$ cat config.mk
export PLATFORM = sky130hd
export DESIGN_NAME = icache
export DESIGN_NICKNAME = d
export VERILOG_FILES = /design/src/rtl/icache_pkg.sv /design/src/rtl/icache_mem.sv /design/src/rtl/icache.sv
export SDC_FILE = /design/constraint.sdc
export NUM_CORES = 2
export LEC_CHECK = 0
export BUFFER_PORTS_ARGS = -buffer_cell sky130_fd_sc_hd__buf_2
export CORE_ASPECT_RATIO = 0.8
export CORE_UTILIZATION = 62
export DETAILED_ROUTE_END_ITERATION = 12
export GPL_TIMING_DRIVEN = 1
export PLACE_DENSITY_LB_ADDON = 0.08
export SLEW_MARGIN = 20
export SYNTH_ARGS = -nofsm -noshare
export SYNTH_HDL_FRONTEND = slang
export SYNTH_HIERARCHICAL = 1
export SYNTH_SLANG_ARGS = --single-unit
$ cat constraint.sdc
create_clock -name clk -period 7.05 [get_ports clk]
set_input_delay 0.3525 -clock clk [delete_from_list [all_inputs] [get_ports clk]]
set_output_delay 0.3525 -clock clk [all_outputs]
set_load 0.01 [all_outputs]
$ cat src/rtl/icache_pkg.sv
// Shared definitions for the instruction cache.
//   XLEN / CACHE_LINES : address width and number of 8-byte lines
//   IDX_W / TAG_W      : derived line index and tag widths
//   BUS_COMMAND        : memory bus command encoding
//   ICACHE_STATE       : miss-handling FSM states
//   ICACHE_LINE        : one cache line {valid, tag, data}
package icache_pkg;

    localparam int XLEN        = 32;
    localparam int CACHE_LINES = 32;
    localparam int IDX_W       = $clog2(CACHE_LINES);
    localparam int TAG_W       = XLEN - 3 - IDX_W;

    typedef enum logic [1:0] {
        BUS_NONE  = 2'h0,
        BUS_LOAD  = 2'h1,
        BUS_STORE = 2'h2
    } BUS_COMMAND;

    typedef enum logic [1:0] {
        IDLE  = 2'h0,
        ISSUE = 2'h1,
        WAIT  = 2'h2
    } ICACHE_STATE;

    typedef struct packed {
        logic             valid;
        logic [TAG_W-1:0] tag;
        logic [63:0]      data;
    } ICACHE_LINE;

endpackage

$ cat src/rtl/icache_mem.sv
// Line storage for the direct-mapped instruction cache.
//   clk        in   clock
//   rst_ni     in   synchronous active-low clear of every valid bit
//   rd_idx_i   in   combinational read index
//   rd_line_o  out  line at rd_idx_i (pre-write contents on a same-cycle write)
//   we_i       in   write enable
//   wr_idx_i   in   write index
//   wr_line_i  in   line written on the next rising edge
module icache_mem
    import icache_pkg::*;
(
    input  logic             clk,
    input  logic             rst_ni,
    input  logic [IDX_W-1:0] rd_idx_i,
    output ICACHE_LINE       rd_line_o,
    input  logic             we_i,
    input  logic [IDX_W-1:0] wr_idx_i,
    input  ICACHE_LINE       wr_line_i
);

    ICACHE_LINE lines_q [CACHE_LINES];

    assign rd_line_o = lines_q[rd_idx_i];

    // Only the valid bits are cleared; tag/data contents are don't-care
    // until a fill sets the valid bit again.
    always_ff @(posedge clk) begin
        if (!rst_ni) begin
            for (int i = 0; i < CACHE_LINES; i++) begin
                lines_q[i].valid <= 1'b0;
            end
        end else if (we_i) begin
            lines_q[wr_idx_i] <= wr_line_i;
        end
    end

endmodule

$ cat src/rtl/icache.sv
// Direct-mapped blocking instruction cache in front of fetch.
//   clk / reset          clock, synchronous active-low reset
//   proc2Icache_addr     fetch block address (bits [2:0] ignored)
//   read_valid_i         new request; replaces any pending request
//   Icache_data_o        64-bit block for the pending request
//   Icache_valid_o       one-cycle pulse qualifying Icache_data_o
//   proc2Imem_command    BUS_NONE / BUS_LOAD
//   proc2Imem_addr       8-byte aligned miss address
//   Imem2proc_response   nonzero = load accepted, value is its tag
//   Imem2proc_data       fill data
//   Imem2proc_tag        tag of returning data, 0 = none
module icache
    import icache_pkg::*;
(
    input  logic            clk,
    input  logic            reset,
    input  logic [XLEN-1:0] proc2Icache_addr,
    input  logic            read_valid_i,
    output logic [63:0]     Icache_data_o,
    output logic            Icache_valid_o,
    output logic [1:0]      proc2Imem_command,
    output logic [XLEN-1:0] proc2Imem_addr,
    input  logic [3:0]      Imem2proc_response,
    input  logic [63:0]     Imem2proc_data,
    input  logic [3:0]      Imem2proc_tag
);

    localparam logic [XLEN-1:0] ADDR_MASK = {{(XLEN-3){1'b1}}, 3'b000};

    ICACHE_STATE     state_q;
    logic            pending_q;
    logic [3:0]      exp_tag_q;
    logic [XLEN-1:0] req_addr_q;
    logic [XLEN-1:0] fill_addr_q;

    ICACHE_LINE rd_line;
    ICACHE_LINE wr_line;
    logic       lookup_hit;
    logic       fill_done;
    logic       bypass;
    logic       issuing;

    icache_mem u_mem (
        .clk       (clk),
        .rst_ni    (reset),
        .rd_idx_i  (req_addr_q[3 +: IDX_W]),
        .rd_line_o (rd_line),
        .we_i      (fill_done),
        .wr_idx_i  (fill_addr_q[3 +: IDX_W]),
        .wr_line_i (wr_line)
    );

    // Lookups are suppressed while a fill is outstanding; a redirect made
    // during WAIT is looked up once the FSM is back in IDLE.
    assign lookup_hit = pending_q && (state_q != WAIT) && rd_line.valid &&
                        (rd_line.tag == req_addr_q[XLEN-1 -: TAG_W]);

    assign fill_done  = (state_q == WAIT) && (Imem2proc_tag != 4'd0) &&
                        (Imem2proc_tag == exp_tag_q);

    // A request arriving with the fill takes priority; if it names the
    // filled block it hits from the array on the following cycle instead.
    assign bypass     = fill_done && pending_q && !read_valid_i &&
                        (req_addr_q == fill_addr_q);

    // In ISSUE a retargeted request that hits must not reach the bus.
    assign issuing    = (state_q == ISSUE) && !lookup_hit;

    assign wr_line = '{valid: 1'b1,
                       tag:   fill_addr_q[XLEN-1 -: TAG_W],
                       data:  Imem2proc_data};

    assign Icache_valid_o    = lookup_hit || bypass;
    assign Icache_data_o     = bypass     ? Imem2proc_data :
                               lookup_hit ? rd_line.data   : 64'd0;
    assign proc2Imem_command = issuing ? BUS_LOAD : BUS_NONE;
    assign proc2Imem_addr    = issuing ? req_addr_q : '0;

    always_ff @(posedge clk) begin
        if (!reset) begin
            state_q     <= IDLE;
            pending_q   <= 1'b0;
            exp_tag_q   <= 4'd0;
            req_addr_q  <= '0;
            fill_addr_q <= '0;
        end else begin
            if (read_valid_i) begin
                req_addr_q <= proc2Icache_addr & ADDR_MASK;
                pending_q  <= 1'b1;
            end else if (Icache_valid_o) begin
                pending_q  <= 1'b0;
            end

            case (state_q)
                IDLE: begin
                    if (pending_q && !lookup_hit) state_q <= ISSUE;
                end
                ISSUE: begin
                    if (lookup_hit || !pending_q) begin
                        state_q <= IDLE;
                    end else if (Imem2proc_response != 4'd0) begin
                        exp_tag_q   <= Imem2proc_response;
                        fill_addr_q <= req_addr_q;
                        state_q     <= WAIT;
                    end
                end
                WAIT: begin
                    if (fill_done) begin
                        exp_tag_q <= 4'd0;
                        state_q   <= IDLE;
                    end
                end
                default: state_q <= IDLE;
            endcase
        end
    end

endmodule

# Word level (Yosys, flattened, before mapping)
# Memories as Yosys holds them, arrays and structs flattened. A register that Yosys moved wholly into a read port is not among the register bits.
# Cells that the tools add are included.
dict set report totals {
  mem_bits_rw 2848
  ff_bits 65
  n_memories 1
  in_bits 107
  elab_cells 66
  output_inout_bits 99
}
# memory depth width read_ports rd_clocked_by_memory_dff write_ports line
set mem_list {}
lappend mem_list {u_mem.lines_q 32 89 1 1 32 icache_mem.sv:21} ;# ICACHE_LINE lines_q [CACHE_LINES];
dict set report classes {
  n_eq_ne 11
  n_mux 24
  bitwise 1
  reduce_logical 24
}
# cell count
set ops {}
lappend ops {{64-bit 2-to-1 mux} 2}
lappend ops {{89-bit 2-to-1 mux} 1}
lappend ops {{89-bit OR reduction} 1}
lappend ops {{32-bit 2-to-1 mux} 1}
lappend ops {{29-bit equality test} 1}
lappend ops {{24-bit equality test} 1}
lappend ops {{5-bit 2-to-1 mux} 3}
lappend ops {{4-bit 2-to-1 mux} 3}
lappend ops {{1-bit logical AND} 10}
lappend ops {{2-bit 2-to-1 mux} 5}
lappend ops {{2-bit != test, second input constant} 4}
lappend ops {{4-bit case mux with 2 select lines} 1}
lappend ops {{4-bit nonzero test} 2}
lappend ops {{1-bit 2-to-1 mux} 7}
lappend ops {{2-bit case mux with 3 select lines} 1}
lappend ops {{3-bit AND reduction} 2}
lappend ops {{4-bit equality test} 1}
lappend ops {{4-bit AND reduction} 1}
lappend ops {{2-bit nonzero test} 2}
lappend ops {{1-bit logical NOT} 3}
lappend ops {{3-bit by 1-bit != test with 1-bit output, second input constant} 1}
lappend ops {{2-bit by 1-bit equality test with 1-bit output, second input constant} 1}
lappend ops {{2-bit equality test, second input constant} 1}
lappend ops {{2-bit logical NOT} 1}
lappend ops {{other kinds (3)} 4}

# Logic depth before layout (Yosys ltp)
dict set report logic_depth {
  word_depth 9
  mapped_depth 16
  depth_no_buf 10
}

# By module
# Netlist, hierarchy kept.
# mod instances area_each_um2 seq_area_each_um2 cells_per_inst
set by_module_without_submodules {}
lappend by_module_without_submodules {icache_mem 1 108587.9 85201.7 5206}
lappend by_module_without_submodules {icache 1 4052.6 1301.2 453}

# Worst setup path after synthesis
# No wires, ideal clock.
dict set report synth_path {
  path_type {in2reg}
  startpoint {input Imem2proc_tag[2]}
  endpoint {memory u_mem/lines_q[17][88] (netlist bit)}
  setup_ns 0.325
  arrival_time_ns 5.424
  slack_ns 1.301
  t_required_ns 6.725
  stages 7
  cell_sequence {xor2_1 -> nor4_1 -> nand2_1 -> inv_1 -> nand4b_1 -> nor2_1 -> o21ai_0}
}
# element line
set synth_lines {}
lappend synth_lines {{start, declared} icache.sv:25} ;# input logic [3:0] Imem2proc_tag
lappend synth_lines {{end, declared} icache_mem.sv:21}

==> metrics.log <==
INFO  metric status = finished, final reports clean
INFO  metric ys_dominant_reg_cell = edfxtp_1
INFO  metric postSynthAreaPerCell = between 15 and 20 um^2
INFO  metric detail_route.wl_per_cell = ~33 um
INFO  metric final_hold_slack = between 0.07 and 0.08 ns
INFO  metric placement_rows = about 140
INFO  metric critPathMaxFanout = 41
INFO  metric worstPathCellList = buf_4 > and2_1 > a22oi_1 > nand3_1 > nand4_1 > xor2_1 > nor4_1 > nand4_1 > nor4_4 > buf_4 > nor3b_4 > and2_1 > buf_2
INFO  metric clock_tree.htree_level_count = 5
INFO  metric gp_routability_congestion = 0.7778
INFO  metric post_cts.repair.setup_buffers = 0
INFO  metric power.sequential.fraction = 54.8%
INFO  metric first_global_vias = approximately 57000
INFO  metric final_max_slew_viol_count = 0
INFO  metric grt_antenna_before_repair = 3
INFO  metric synth-seq-cells = about 2900
INFO  metric detail_route.wirelength = 285600 um
INFO  metric post_synth_num_cell_types = 48
INFO  metric coreArea = around 180000 um^2
INFO  metric p_clk_share = 41.0%
INFO  metric fp.dieW = 478.5 um
INFO  metric dp_hpwl = 141300 um
INFO  metric clockRootBuffer = clkbuf_16
INFO  metric initial_utilization = 62.58%
INFO  metric grt_use_total = 31.10%
INFO  metric critPathArrivalTime = 6.09 ns
INFO  metric worst_hold_path_type = in -> reg
INFO  metric maxSlewHeadroom = 18.00%
INFO  metric worst_setup_slack_after_placement = 1.402 ns
INFO  metric hold_violations = 0
INFO  metric drc_marker_count_from_the_first_detailed_route_iteration = approximately 7000
INFO  metric synthArstFlopShare = 0%
INFO  metric grt_first_pass_wirelength = 404200 um
INFO  metric critPathCaptureType = output pin
INFO  metric grt_start_max_net_pins = 144
INFO  metric dieHeight = 383.2 um
INFO  metric mostFrequentLayoutCell = edfxtp_1
INFO  metric nNetsFinal = 6172
INFO  metric insertion_delay = just over 0.9 ns
INFO  metric post-route-worst-setup-slack = a little over 0.6 ns
INFO  metric drt-vias-per-instance = between 6 and 7
INFO  metric critical_path.top_delay_family = simple AND/OR/NAND/NOR gates
INFO  metric die_area = 183400 um^2
INFO  metric mappedNetlistArea = between 100000 and 150000 um^2
INFO  metric post-route-period-util = 91.35%
INFO  metric netSwitchingPower = 7.086 mW
INFO  metric pin_count = 206
INFO  metric cts_tree = done
INFO  metric max-clock-path-buffers = 4
INFO  metric drc_violations_left = 0
INFO  metric p_int = 27.52 mW
INFO  metric cpPeakStageDelay = between 0.8 and 0.9 ns
INFO  metric placement.io_buffers = between 150 and 200
INFO  metric detailroute.via_count = 58970
INFO  metric dr_pass1_iterations = 5
INFO  metric synth_cells = approximately 5700
INFO  metric clk_pin_slew = roughly 0.06 ns
INFO  metric final.setup.tns = 0 ns
INFO  metric worstPathRequired = 6.70 ns
INFO  metric irDropWorstVdd = 0.2796 mV
INFO  metric yosys_warnings = 6
INFO  metric timing.critical_path.from_type = register
INFO  metric timing.setup.critical_path_class = reg -> out
INFO  metric drive_above_1_share = about 17%
INFO  metric synth-seq-area-share = 76.80%
INFO  metric tritoncts_num_sinks = 2913
INFO  metric fin_skew = approximately 0.033 ns
INFO  metric timing.critical_path.buf_inv = 3
INFO  metric tritoncts.num_buffers = 289
INFO  metric worst_pin_slew = 1.227 ns
INFO  metric synth-edff-count = 2816
INFO  metric swShare = about a fifth
INFO  metric unrepaired_setup_endpoints_after_global_routing = no
INFO  metric area_growth = 12.08%
INFO  metric grt_overflow_total = 0
INFO  metric power.leakage = 41.36 nW
INFO  metric pwr_density_cell = 274.1 nW/um^2
INFO  metric critical_path.slowest_cell = dfxtp_4
INFO  metric cts_resized = 0
INFO  metric max_clock_freq = 155.3 MHz
INFO  metric drv_cap = 0
INFO  metric cts_hold_buf = 98
INFO  metric setup_viol_count_final = 0
INFO  metric combinationalPowerShare = 4.2%
INFO  metric most-common-layout-cells = edfxtp_1, mux2i_1, a22oi_1
INFO  metric antenna_violating_nets_post_route = 0
INFO  metric final_period_demand_of_the_worst_path = 6.440 ns
[layout make-up]
type | count | area (um^2)
timing repair buffer | 452 | 3618
inverter | 1 | 3.754
tap | 2397 | 2999
clock inverter | 99 | 658.1
fill | 11020 | 53760
clock buffer | 382 | 7802
multi-input combinational | 2408 | 24630
antenna | 2 | 5.005
sequential | 2913 | 86540
[synth_stat cells, types with 9 or more instances]
library cell | count | area share, %
a22o_1 | 75 | 0.58
mux4_2 | 312 | 6.2
xor2_1 | 47 | 0.37
dfxtp_1 | 97 | 1.7
mux4_1 | 44 | 1.0
a31oi_1 | 11 | 0.061
buf_2 | 93 | 0.41
nand2_1 | 131 | 0.44
nand3_1 | 184 | 0.82
xnor2_1 | 9 | 0.070
nor2_1 | 38 | 0.13
mux2i_1 | 774 | 6.9
edfxtp_1 | 2816 | 75
buf_6 | 31 | 0.31
nand4_1 | 83 | 0.46
and2_1 | 39 | 0.22
a22oi_1 | 518 | 3.5
nor2b_1 | 47 | 0.26
clkbuf_1 | 132 | 0.44
o21ai_0 | 33 | 0.15
buf_1 | 21 | 0.070
buf_4 | 62 | 0.41
nor4_1 | 14 | 0.078
[power by group through the flow]
stage	clock, mW	sequential [mW]	combinational, mW
5_1_grt	15.0	19.0	1.55
3_3_place_gp	0	19.3	1.38
6_report	14.2	19.0	1.46
2_1_floorplan	0	19.3	0.913
3_5_place_dp	0	19.3	1.41
4_1_cts	14.3	19.0	1.46
[kinds of logic after synthesis]
logic type                synth area share, %
xor gates and xnor gates               0.4354
muxes                                   14.14
other                                0.006667
and+or+nand+nor                         2.623
DFF                                     76.80
buffers and inverters                   1.692
AOI/OAI and AO/OA                       4.305
[per-stage QoR]
step,total power [mW],instances,area (um^2),utilization (%)
global placement,20.72,8070,116700,64.83
floorplan,20.21,5666,112700,-
CTS,34.76,8651,126200,70.10
global route,35.47,8652,126200,70.13
detailed placement,20.75,8072,116700,64.86
finish,34.60,8654,126200,70.14
[routing by layer]
metal | track usage (%) | part of all wire, % | vias up
met3 | 4.931 | 9.2 | 501
met2 | 48.33 | 47 | 3088
met5 | 0 | 0 | -
met4 | 8.835 | 2.7 | 0
li1 | - | - | 24230
met1 | 46.40 | 41 | 31150
[final timing paths]
kind,start,endpoint,slack (ns),depth (start not counted)
worst max register to register,req_addr_q[4],fill_addr_q[11],1.51,13
worst min-delay path,Imem2proc_tag[3],exp_tag_q[0],0.08,6
worst min register to register,u_mem/lines_q[2][88],u_mem/lines_q[2][88],0.47,2
worst max-delay path,req_addr_q[4],proc2Imem_addr[18],0.61,13
[state kept, by name (all words and copies together) (netlist names)]
name and flops:
u_mem/lines_q 2848, pending_q 1, state_q 2, exp_tag_q 4, req_addr_q 29, fill_addr_q 29
[tightest hold or removal path: stages]
cell and delay (ns):
buf_2 0.09, nand2_1 0.04, o21ai_0 0.07, nand2_1 0.18
nand3_1 0.14, mux2i_1 0.05
(Power assumes the default switching activity.)
